[src/rtl/caches_pkg.sv]
// rtl/caches_pkg.sv - shared cache/RAM types and arbiter state encoding
package caches_pkg;

  typedef logic [31:0] word_t;

  typedef enum logic [1:0] {
    FREE   = 2'd0,
    BUSY   = 2'd1,
    ACCESS = 2'd2,
    ERROR  = 2'd3
  } ramstate_t;

  typedef enum logic [1:0] {
    IDLE   = 2'd0,
    IFETCH = 2'd1,
    DREAD  = 2'd2,
    DWRITE = 2'd3
  } arb_state_t;

endpackage

[src/rtl/cache_mem_arbiter.sv]
// rtl/cache_mem_arbiter.sv - icache/dcache to single-port RAM arbiter with starvation guard
module cache_mem_arbiter
  import caches_pkg::*;
#(
  parameter int unsigned MAX_DBURST = 4
) (
  input  logic        CLK,
  input  logic        nRST,
  input  logic        iREN,
  input  logic [31:0] iaddr,
  input  logic        dREN,
  input  logic        dWEN,
  input  logic [31:0] daddr,
  input  logic [31:0] dstore,
  input  logic [31:0] ramload,
  input  logic [1:0]  ramstate,
  output logic        iwait,
  output logic        dwait,
  output logic [31:0] iload,
  output logic [31:0] dload,
  output logic [31:0] ramaddr,
  output logic [31:0] ramstore,
  output logic        ramREN,
  output logic        ramWEN,
  output logic        load_done,
  output logic        store_done
);

  localparam logic [3:0] BURST_MAX = 4'(MAX_DBURST);

  arb_state_t state_q, state_d;
  logic [3:0] burst_q, burst_d;
  logic       load_done_q, load_done_d;
  logic       store_done_q, store_done_d;

  logic owner_req;
  logic complete;
  logic force_i;
  logic data_grant;

  // Request line of whichever cache currently owns the RAM.
  always_comb begin
    owner_req = 1'b0;
    case (state_q)
      IFETCH:  owner_req = iREN;
      DREAD:   owner_req = dREN;
      DWRITE:  owner_req = dWEN;
      default: owner_req = 1'b0;
    endcase
  end

  // A transfer finishes only if the owner is still asking when RAM reports ACCESS.
  assign complete   = owner_req && (ramstate == ACCESS);
  assign data_grant = (state_q == DREAD) || (state_q == DWRITE);
  // Once the data side has won MAX_DBURST times in a row, a waiting icache goes first.
  assign force_i    = iREN && (burst_q == BURST_MAX);

  // Registered state, starvation counter and completion pulses.
  always_ff @(posedge CLK or negedge nRST) begin
    if (!nRST) begin
      state_q      <= IDLE;
      burst_q      <= '0;
      load_done_q  <= 1'b0;
      store_done_q <= 1'b0;
    end else begin
      state_q      <= state_d;
      burst_q      <= burst_d;
      load_done_q  <= load_done_d;
      store_done_q <= store_done_d;
    end
  end

  // Grant decision in IDLE; every grant returns to IDLE on completion or withdrawal.
  always_comb begin
    state_d = state_q;
    case (state_q)
      IDLE: begin
        if (dWEN && !force_i)      state_d = DWRITE;
        else if (dREN && !force_i) state_d = DREAD;
        else if (iREN)             state_d = IFETCH;
        else                       state_d = IDLE;
      end
      default: begin
        if (!owner_req || complete) state_d = IDLE;
      end
    endcase
  end

  // Starvation bookkeeping and next-cycle done pulses.
  always_comb begin
    burst_d      = burst_q;
    load_done_d  = complete && (state_q == DREAD);
    store_done_d = complete && (state_q == DWRITE);
    if (complete && (state_q == IFETCH)) begin
      burst_d = '0;
    end else if (complete && data_grant && iREN) begin
      if (burst_q < BURST_MAX) burst_d = burst_q + 4'd1;
    end else if ((state_q == IDLE) && !iREN) begin
      burst_d = '0;
    end
  end

  // RAM drive and cache handshakes; only the granted cache ever reaches the RAM.
  always_comb begin
    ramREN   = 1'b0;
    ramWEN   = 1'b0;
    ramaddr  = '0;
    ramstore = '0;
    iwait    = 1'b1;
    dwait    = 1'b1;
    case (state_q)
      IFETCH: begin
        ramREN  = iREN;
        ramaddr = iaddr;
        iwait   = !complete;
      end
      DREAD: begin
        ramREN  = dREN;
        ramaddr = daddr;
        dwait   = !complete;
      end
      DWRITE: begin
        ramWEN   = dWEN;
        ramaddr  = daddr;
        ramstore = dstore;
        dwait    = !complete;
      end
      default: begin
        ramREN = 1'b0;
      end
    endcase
  end

  assign iload      = ramload;
  assign dload      = ramload;
  assign load_done  = load_done_q;
  assign store_done = store_done_q;

endmodule

[config.mk]
export PLATFORM = sky130hd
export DESIGN_NAME = cache_mem_arbiter
export DESIGN_NICKNAME = d
export VERILOG_FILES = /design/src/rtl/caches_pkg.sv /design/src/rtl/cache_mem_arbiter.sv
export SDC_FILE = /design/constraint.sdc
export NUM_CORES = 1
export LEC_CHECK = 0
export BUFFER_PORTS_ARGS = -buffer_cell sky130_fd_sc_hd__buf_2
export CORE_AREA = 2 2 103 105
export DETAILED_ROUTE_END_ITERATION = 8
export DIE_AREA = 0 0 105 107
export GPL_ROUTABILITY_DRIVEN = 0
export PLACE_DENSITY = 0.49
export SETUP_SLACK_MARGIN = 0.05
export SYNTH_ARGS = -nofsm -noshare
export SYNTH_HDL_FRONTEND = slang
export SYNTH_SLANG_ARGS = --single-unit
[constraint.sdc]
create_clock -name CLK -period 5.2 [get_ports CLK]
set_clock_uncertainty 0.15 [all_clocks]
set_input_delay 0.52 -clock CLK [delete_from_list [all_inputs] [get_ports CLK]]
set_output_delay 0.52 -clock CLK [all_outputs]
set_load 0.05 [all_outputs]
==> impl_metrics.json, run 1 <==
{
  "tns_ns": 0,
  "syn_area_um2": 1645,
  "required_ns": 4.53,
  "pin_count": 269,
  "synthCells": 233,
  "peakVddDrop_mv": 0.2215,
  "worst_slew_pin_slew_ns": 0.8409,
  "vias": 1862,
  "ys_ff_latch": 8,
  "diodes": 0,
  "synth_edf_count": 0,
  "rsz0062_at_grt": "false",
  "r2r_setup_slack_ns": 2.70,
  "vias_per_cell": 3.979,
  "drc": 0,
  "reg2reg_from": "state_q[0]$_DFFE_PN0P_",
  "worstHoldPathCells": 2,
  "power_density_nw_per_um2": 635.0,
  "ys_seq_area_frac": 0.1217,
  "synth_fp_nets": 375,
  "fill_cells": 1182,
  "arrival_ns": 2.62,
  "grt_max_degree": 39,
  "synthArstFlopShare": 1.000,
  "critical_path_class": "flop to primary output",
  "maxSlewViolCount": 0,
  "grt_usage": 0.09350,
  "rr_endpoint": "burst_q[0]$_DFFE_PN0P_",
  "top_usage_layer": "met2",
  "syn_avg_cell_area_um2": 7.061,
  "use_met3": 0.02249,
  "cp_max_fo": 36,
  "yosysTopAreaCell": "buf_4",
  "dp_hpwl_mm": 4.653,
  "die_area_um2": 11240,
  "grtUsageMet2": 0.1674,
  "start_util": 0.1630,
  "clock-sinks": 8,
  "cts_tree": "yes",
  "dr.first_iter.drc_count": 72,
  "min_from": "burst_q[2]$_DFFE_PN0P_",
  "ys.flop_type": "dfrtp_1",
  "ctsHtreeMaxLevel": 1,
  "path_clk_slew_ns": 0.04,
  "grt_pass1_wl_mm": 8.659,
  "leakagePower_nw": 1.265,
  "setup_viol": 0,
  "total_power_mw": 1.400,
  "post_cts_resized": 0,
  "synth.area.top_cells": "buf_4 29%, a22oi_1 15%, and2_1 14%, dfrtp_1 12%, nor2_1 8.0%",
  "yosysTopAreaCellShare": 0.2920,
  "layout.nets": 476,
  "period_needed_ns": 3.287,
  "core_um2": 10090,
  "endpoint_kind": "primary output",
  "post-route-period-util": 0.6320,
  "post_drt_wl_per_cell_um": 12.41,
  "portBuffers": 172,
  "overflow": 0,
  "fp.dieW_um": 105,
  "cts_max_path_buffers": 2,
  "area_delta_synth_final_pct": 33.99,
  "start_kind": "flop",
  "rows": 37,
  "max_freq_mhz": 304.3,
  "max_slew_margin": 0.4394,
  "layout-drive-gt1-share": 0.5422,
  "met1_usage": 0.1108,
  "status": "complete, no violations",
  "cts_root_buf": "clkbuf_8",
  "ant_nets": 0,
  "finalHoldViolCount": 0,
  "hold_path_end": "burst_q[2]$_DFFE_PN0P_",
  "dr.pass1.iters": 4,
  "grt_pass1_vias": 1754,
  "antenna_found_initial": 0,
  "cts_made_buffers": 3,
  "ys_types": 28,
  "insertion_delay_ns": 0.22,
  "holdCritPathClass": "flop to flop",
  "drv_cap": 0,
  "wl_mm": 5.806,
  "r2r_cells": 4,
  "ys_warn_count": 0,
  "die_y_um": 107
}
layer usage:
| metal | part of all wire | vias up | wire length (um) |
|---|---|---|---|
| met2 | 0.51 | 86 | 2985 |
| met3 | 0.071 | 18 | 414 |
| met1 | 0.39 | 846 | 2289 |
| li1 | - | 912 | - |
| met4 | 0.020 | 0 | 116 |
| met5 | 0 | - | 0 |
timing repair:
item / 4_1_cts / 5_1_grt
setup buffers: 0 / 0
hold buffers: 1 / 0
hold endpoints to repair: 8 / 0
cell usage after synthesis, types with 3 or more instances:
| cell type | n |
|---|---|
| a22oi_1 | 33 |
| and2_1 | 36 |
| buf_4 | 64 |
| clkbuf_1 | 13 |
| dfrtp_1 | 8 |
| ha_1 | 7 |
| inv_1 | 5 |
| nand2_1 | 5 |
| nor2_1 | 35 |
| nor2b_1 | 3 |
| o21ai_0 | 4 |
final cells by class:
| cell class | instances | area [um2] | area share |
|---|---|---|---|
| repair buffers | 175 | 885.9 | 0.4018 |
| inverters | 5 | 18.77 | 0.008513 |
| flip-flops and latches | 8 | 200.2 | 0.09081 |
| clock buffers | 3 | 41.29 | 0.01873 |
| multi-input cells | 141 | 888.4 | 0.4030 |
| well taps | 136 | 170.2 | 0.07719 |
logic make-up (layout without fill, tap and decap cells):
kind of cell | Yosys count | in the layout | synth area share
fa+ha+maj | 7 | 7 | 0.05323
simple gates | 89 | 89 | 0.2837
flops | 8 | 8 | 0.1217
compound gates | 45 | 45 | 0.2030
buf+inv | 84 | 183 | 0.3384
cells in the final DEF (no fill, tap or decap), types with 2 or more instances in the layout:
cell type	count
a22oi_1	33
nor2b_1	3
nand2b_1	2
clkbuf_8	3
buf_4	2
o2bb2ai_1	2
o21ai_0	4
nor2_1	35
inv_1	5
and2_1	36
buf_2	172
nand3_1	2
nand2_1	5
dfrtp_1	8
ha_1	7
worst max path at each step:
stage	endpoint	from	slack, ns	cells past startpoint
2_1_floorplan	ramaddr[10]	state_q[1]$_DFFE_PN0P_	2.53	6
3_3_place_gp	ramaddr[29]	state_q[0]$_DFFE_PN0P_	2.25	5
3_5_place_dp	ramaddr[7]	state_q[0]$_DFFE_PN0P_	2.14	5
4_1_cts	ramaddr[7]	state_q[1]$_DFFE_PN0P_	1.90	5
5_1_grt	ramaddr[27]	state_q[1]$_DFFE_PN0P_	1.59	5
6_report	ramaddr[29]	state_q[0]$_DFFE_PN0P_	1.91	5
per-stage QoR:
step / hold WS [ns] / std cells / utilization / worst slack [ns] / area, um2
2_1_floorplan: 0.07441 / 233 / - / 2.526 / 1645
3_3_place_gp: 0.2204 / 464 / 0.2134 / 2.246 / 2153
3_5_place_dp: 0.2239 / 464 / 0.2134 / 2.137 / 2153
4_1_cts: 0.3683 / 468 / 0.2184 / 1.901 / 2205
5_1_grt: 0.3946 / 468 / 0.2184 / 1.588 / 2205
6_report: 0.3674 / 468 / 0.2184 / 1.913 / 2205
sequential cells by signal, summed over array words and instances, names as in the netlist:
register	cells
state_q	2
burst_q	4
store_done	1
load_done	1
worst max-delay path, cell delays in order, from the launching register on:
cell	delay [ns]
dfrtp_1	0.38
ha_1	0.72
or2_2	0.73
a22oi_1	0.14
nor2_1	0.14
buf_2	0.28
where the power goes:
| group | total [mW] | switching (mW) | internal [mW] |
|---|---|---|---|
| combinational | 1.25 | 0.955 | 0.293 |
| clock | 0.0726 | 0.0226 | 0.0500 |
| sequential | 0.0799 | 0.00843 | 0.0715 |
Note: power is estimated with default switching activity, not from simulation.
==> inputs of run 2 (changes only) <==
==> constraint.sdc (replaced) <==
create_clock -name CLK -period 3.13 [get_ports CLK]
set_clock_uncertainty 0.15 [all_clocks]
set_input_delay 0.313 -clock CLK [delete_from_list [all_inputs] [get_ports CLK]]
set_output_delay 0.313 -clock CLK [all_outputs]
set_load 0.05 [all_outputs]
==> run 2 against run 1 <==
Sequential share of layout area decreased by 0.082 points. Flip-flop and latch count unchanged. Clock power increased by 78%. Worst hold slack got worse by 0.11 ns. Sequential power increased by 70%. Critical path depth increased by 1. First-iteration DRC count increased by 17%. Utilization increased by 0.20 points. Wire length increased by 2.8%. Critical path type unchanged. Critical endpoint is now dwait. Largest cell class is now buffers.
==> impl_metrics.json, run 2 (same netlist as run 1, synthesis figures left out) <==
{
  "pin_count": 269,
  "rsz0062_at_grt": "false",
  "reg2reg_from": "state_q[0]$_DFFE_PN0P_",
  "r2r_setup_slack_ns": 0.96,
  "grt_pass1_vias": 1742,
  "vias_per_cell": 4.011,
  "arrival_ns": 2.25,
  "peakVddDrop_mv": 0.4106,
  "power_density_nw_per_um2": 1059,
  "layout.nets": 478,
  "regMostFlops": "burst_q",
  "die_area_um2": 11240,
  "top_regs": "burst_q x4, state_q x2",
  "setup_viol": 0,
  "max_freq_mhz": 368.5,
  "tns_ns": 0,
  "min_from": "dWEN",
  "worst_slew_pin_slew_ns": 0.6325,
  "postLayoutCellArea_um2": 2225,
  "slowest_stage": "a222oi_1",
  "holdCritPathClass": "input pin to flop",
  "core_um2": 10090,
  "crit_chain": "inv_1 > ha_1 > a222oi_1 > nor3b_2 > nand2_1 > buf_2",
  "finalHoldViolCount": 0,
  "rr_endpoint": "burst_q[0]$_DFFE_PN0P_",
  "holdWs_ns": 0.2570,
  "diodes": 0,
  "critical_path_class": "flop to primary output",
  "layout-drive-gt1-share": 0.5479,
  "endpoint_kind": "primary output",
  "ant_nets": 0,
  "place_area_um2": 2168,
  "drv_cap": 0,
  "overflow": 0,
  "grt_max_degree": 39,
  "worstHoldPathCells": 3,
  "rows": 37,
  "clock-sinks": 8,
  "antenna_found_initial": 0,
  "drc": 0,
  "cpPeakStageDelay_ns": 0.61,
  "hold_path_end": "state_q[0]$_DFFE_PN0P_",
  "post-route-period-util": 0.8669,
  "path_clk_slew_ns": 0.04,
  "portBuffers": 172,
  "start_kind": "flop",
  "cp_max_fo": 6,
  "dr.pass1.iters": 4,
  "final_common_cell": "buf_2",
  "cts_root_buf": "clkbuf_8",
  "grt_usage": 0.09708,
  "dr.first_iter.drc_count": 84,
  "final_cell_mix": "172 x buf_2, 36 x and2_1, 35 x nor2_1",
  "dp_hpwl_mm": 4.834,
  "fp.dieW_um": 105,
  "period_needed_ns": 2.713,
  "max_slew_margin": 0.5783,
  "ctsHtreeMaxLevel": 1,
  "grt_pass1_wl_mm": 8.901,
  "die_y_um": 107,
  "r2r_cells": 6,
  "vias": 1885,
  "start_util": 0.1630,
  "wl_mm": 5.966,
  "area_delta_synth_final_pct": 35.21,
  "cts_made_buffers": 3,
  "cts_max_path_buffers": 2,
  "cts_setup_buffers": 0,
  "status": "complete, no violations",
  "insertion_delay_ns": 0.23,
  "cts_tree": "yes",
  "post_drt_wl_per_cell_um": 12.69,
  "largest_reg_flops": 4,
  "leakagePower_nw": 1.273,
  "maxSlewViolCount": 0,
  "required_ns": 2.67
}
## run 2: metal layers
layer,vias to the layer above,wire (um),track usage
met5,-,0,0
met4,0,123,0.04190
met3,18,491,0.02553
met2,92,3053,0.1660
met1,860,2298,0.1145
li1,915,-,-
## run 2: how the worst max path moves through the flow
stage	to	startpoint	slack (ns)
global route	dwait	state_q[0]$_DFFE_PN0P_	0.25
CTS	ramaddr[19]	state_q[0]$_DFFE_PN0P_	0.12
detailed placement	ramaddr[19]	state_q[0]$_DFFE_PN0P_	0.38
floorplan	ramaddr[10]	state_q[1]$_DFFE_PN0P_	0.66
global placement	ramaddr[19]	state_q[0]$_DFFE_PN0P_	0.51
finish	dwait	state_q[0]$_DFFE_PN0P_	0.42
## run 2: timing repair
item | in CTS | in global routing
endpoints found under the hold margin | 8 | 0
hold buffers | 1 | 0
setup endpoints to repair | 0 | 33
gates resized for setup | 0 | 2
## run 2: report_power, final
part	internal, mW	switching (mW)	total, mW
registers	0.119	0.0169	0.136
logic	0.509	1.58	2.09
clock network	0.0837	0.0451	0.129
total	0.712	1.64	2.36
## run 2: worst max-delay path: cells and delay by family, from the launching register on
family | cells | cell delay [ns]
flops | 1 | 0.41
fa+ha+maj | 1 | 0.25
simple gates | 2 | 0.36
buf+inv | 2 | 0.39
compound gates | 1 | 0.61
## run 2: through the flow
| step | power, mW | cells | setup WS [ns] | util |
|---|---|---|---|---|
| after detailed placement | 2.235 | 466 | 0.3787 | 0.2149 |
| after floorplan | 1.975 | 233 | 0.6628 | - |
| after global placement | 2.223 | 466 | 0.5065 | 0.2149 |
| after CTS | 2.373 | 470 | 0.1213 | 0.2199 |
| after global routing | 2.526 | 470 | 0.2506 | 0.2204 |
| final | 2.356 | 470 | 0.4166 | 0.2204 |
## run 2: layout make-up
| cell class | instances | area (um2) |
|---|---|---|
| inverter | 5 | 18.77 |
| multi-input combinational | 141 | 893.4 |
| clock buffer | 3 | 41.29 |
| fill | 1213 | 7868 |
| tap | 136 | 170.2 |
| timing repair buffer | 177 | 900.9 |
| sequential | 8 | 200.2 |
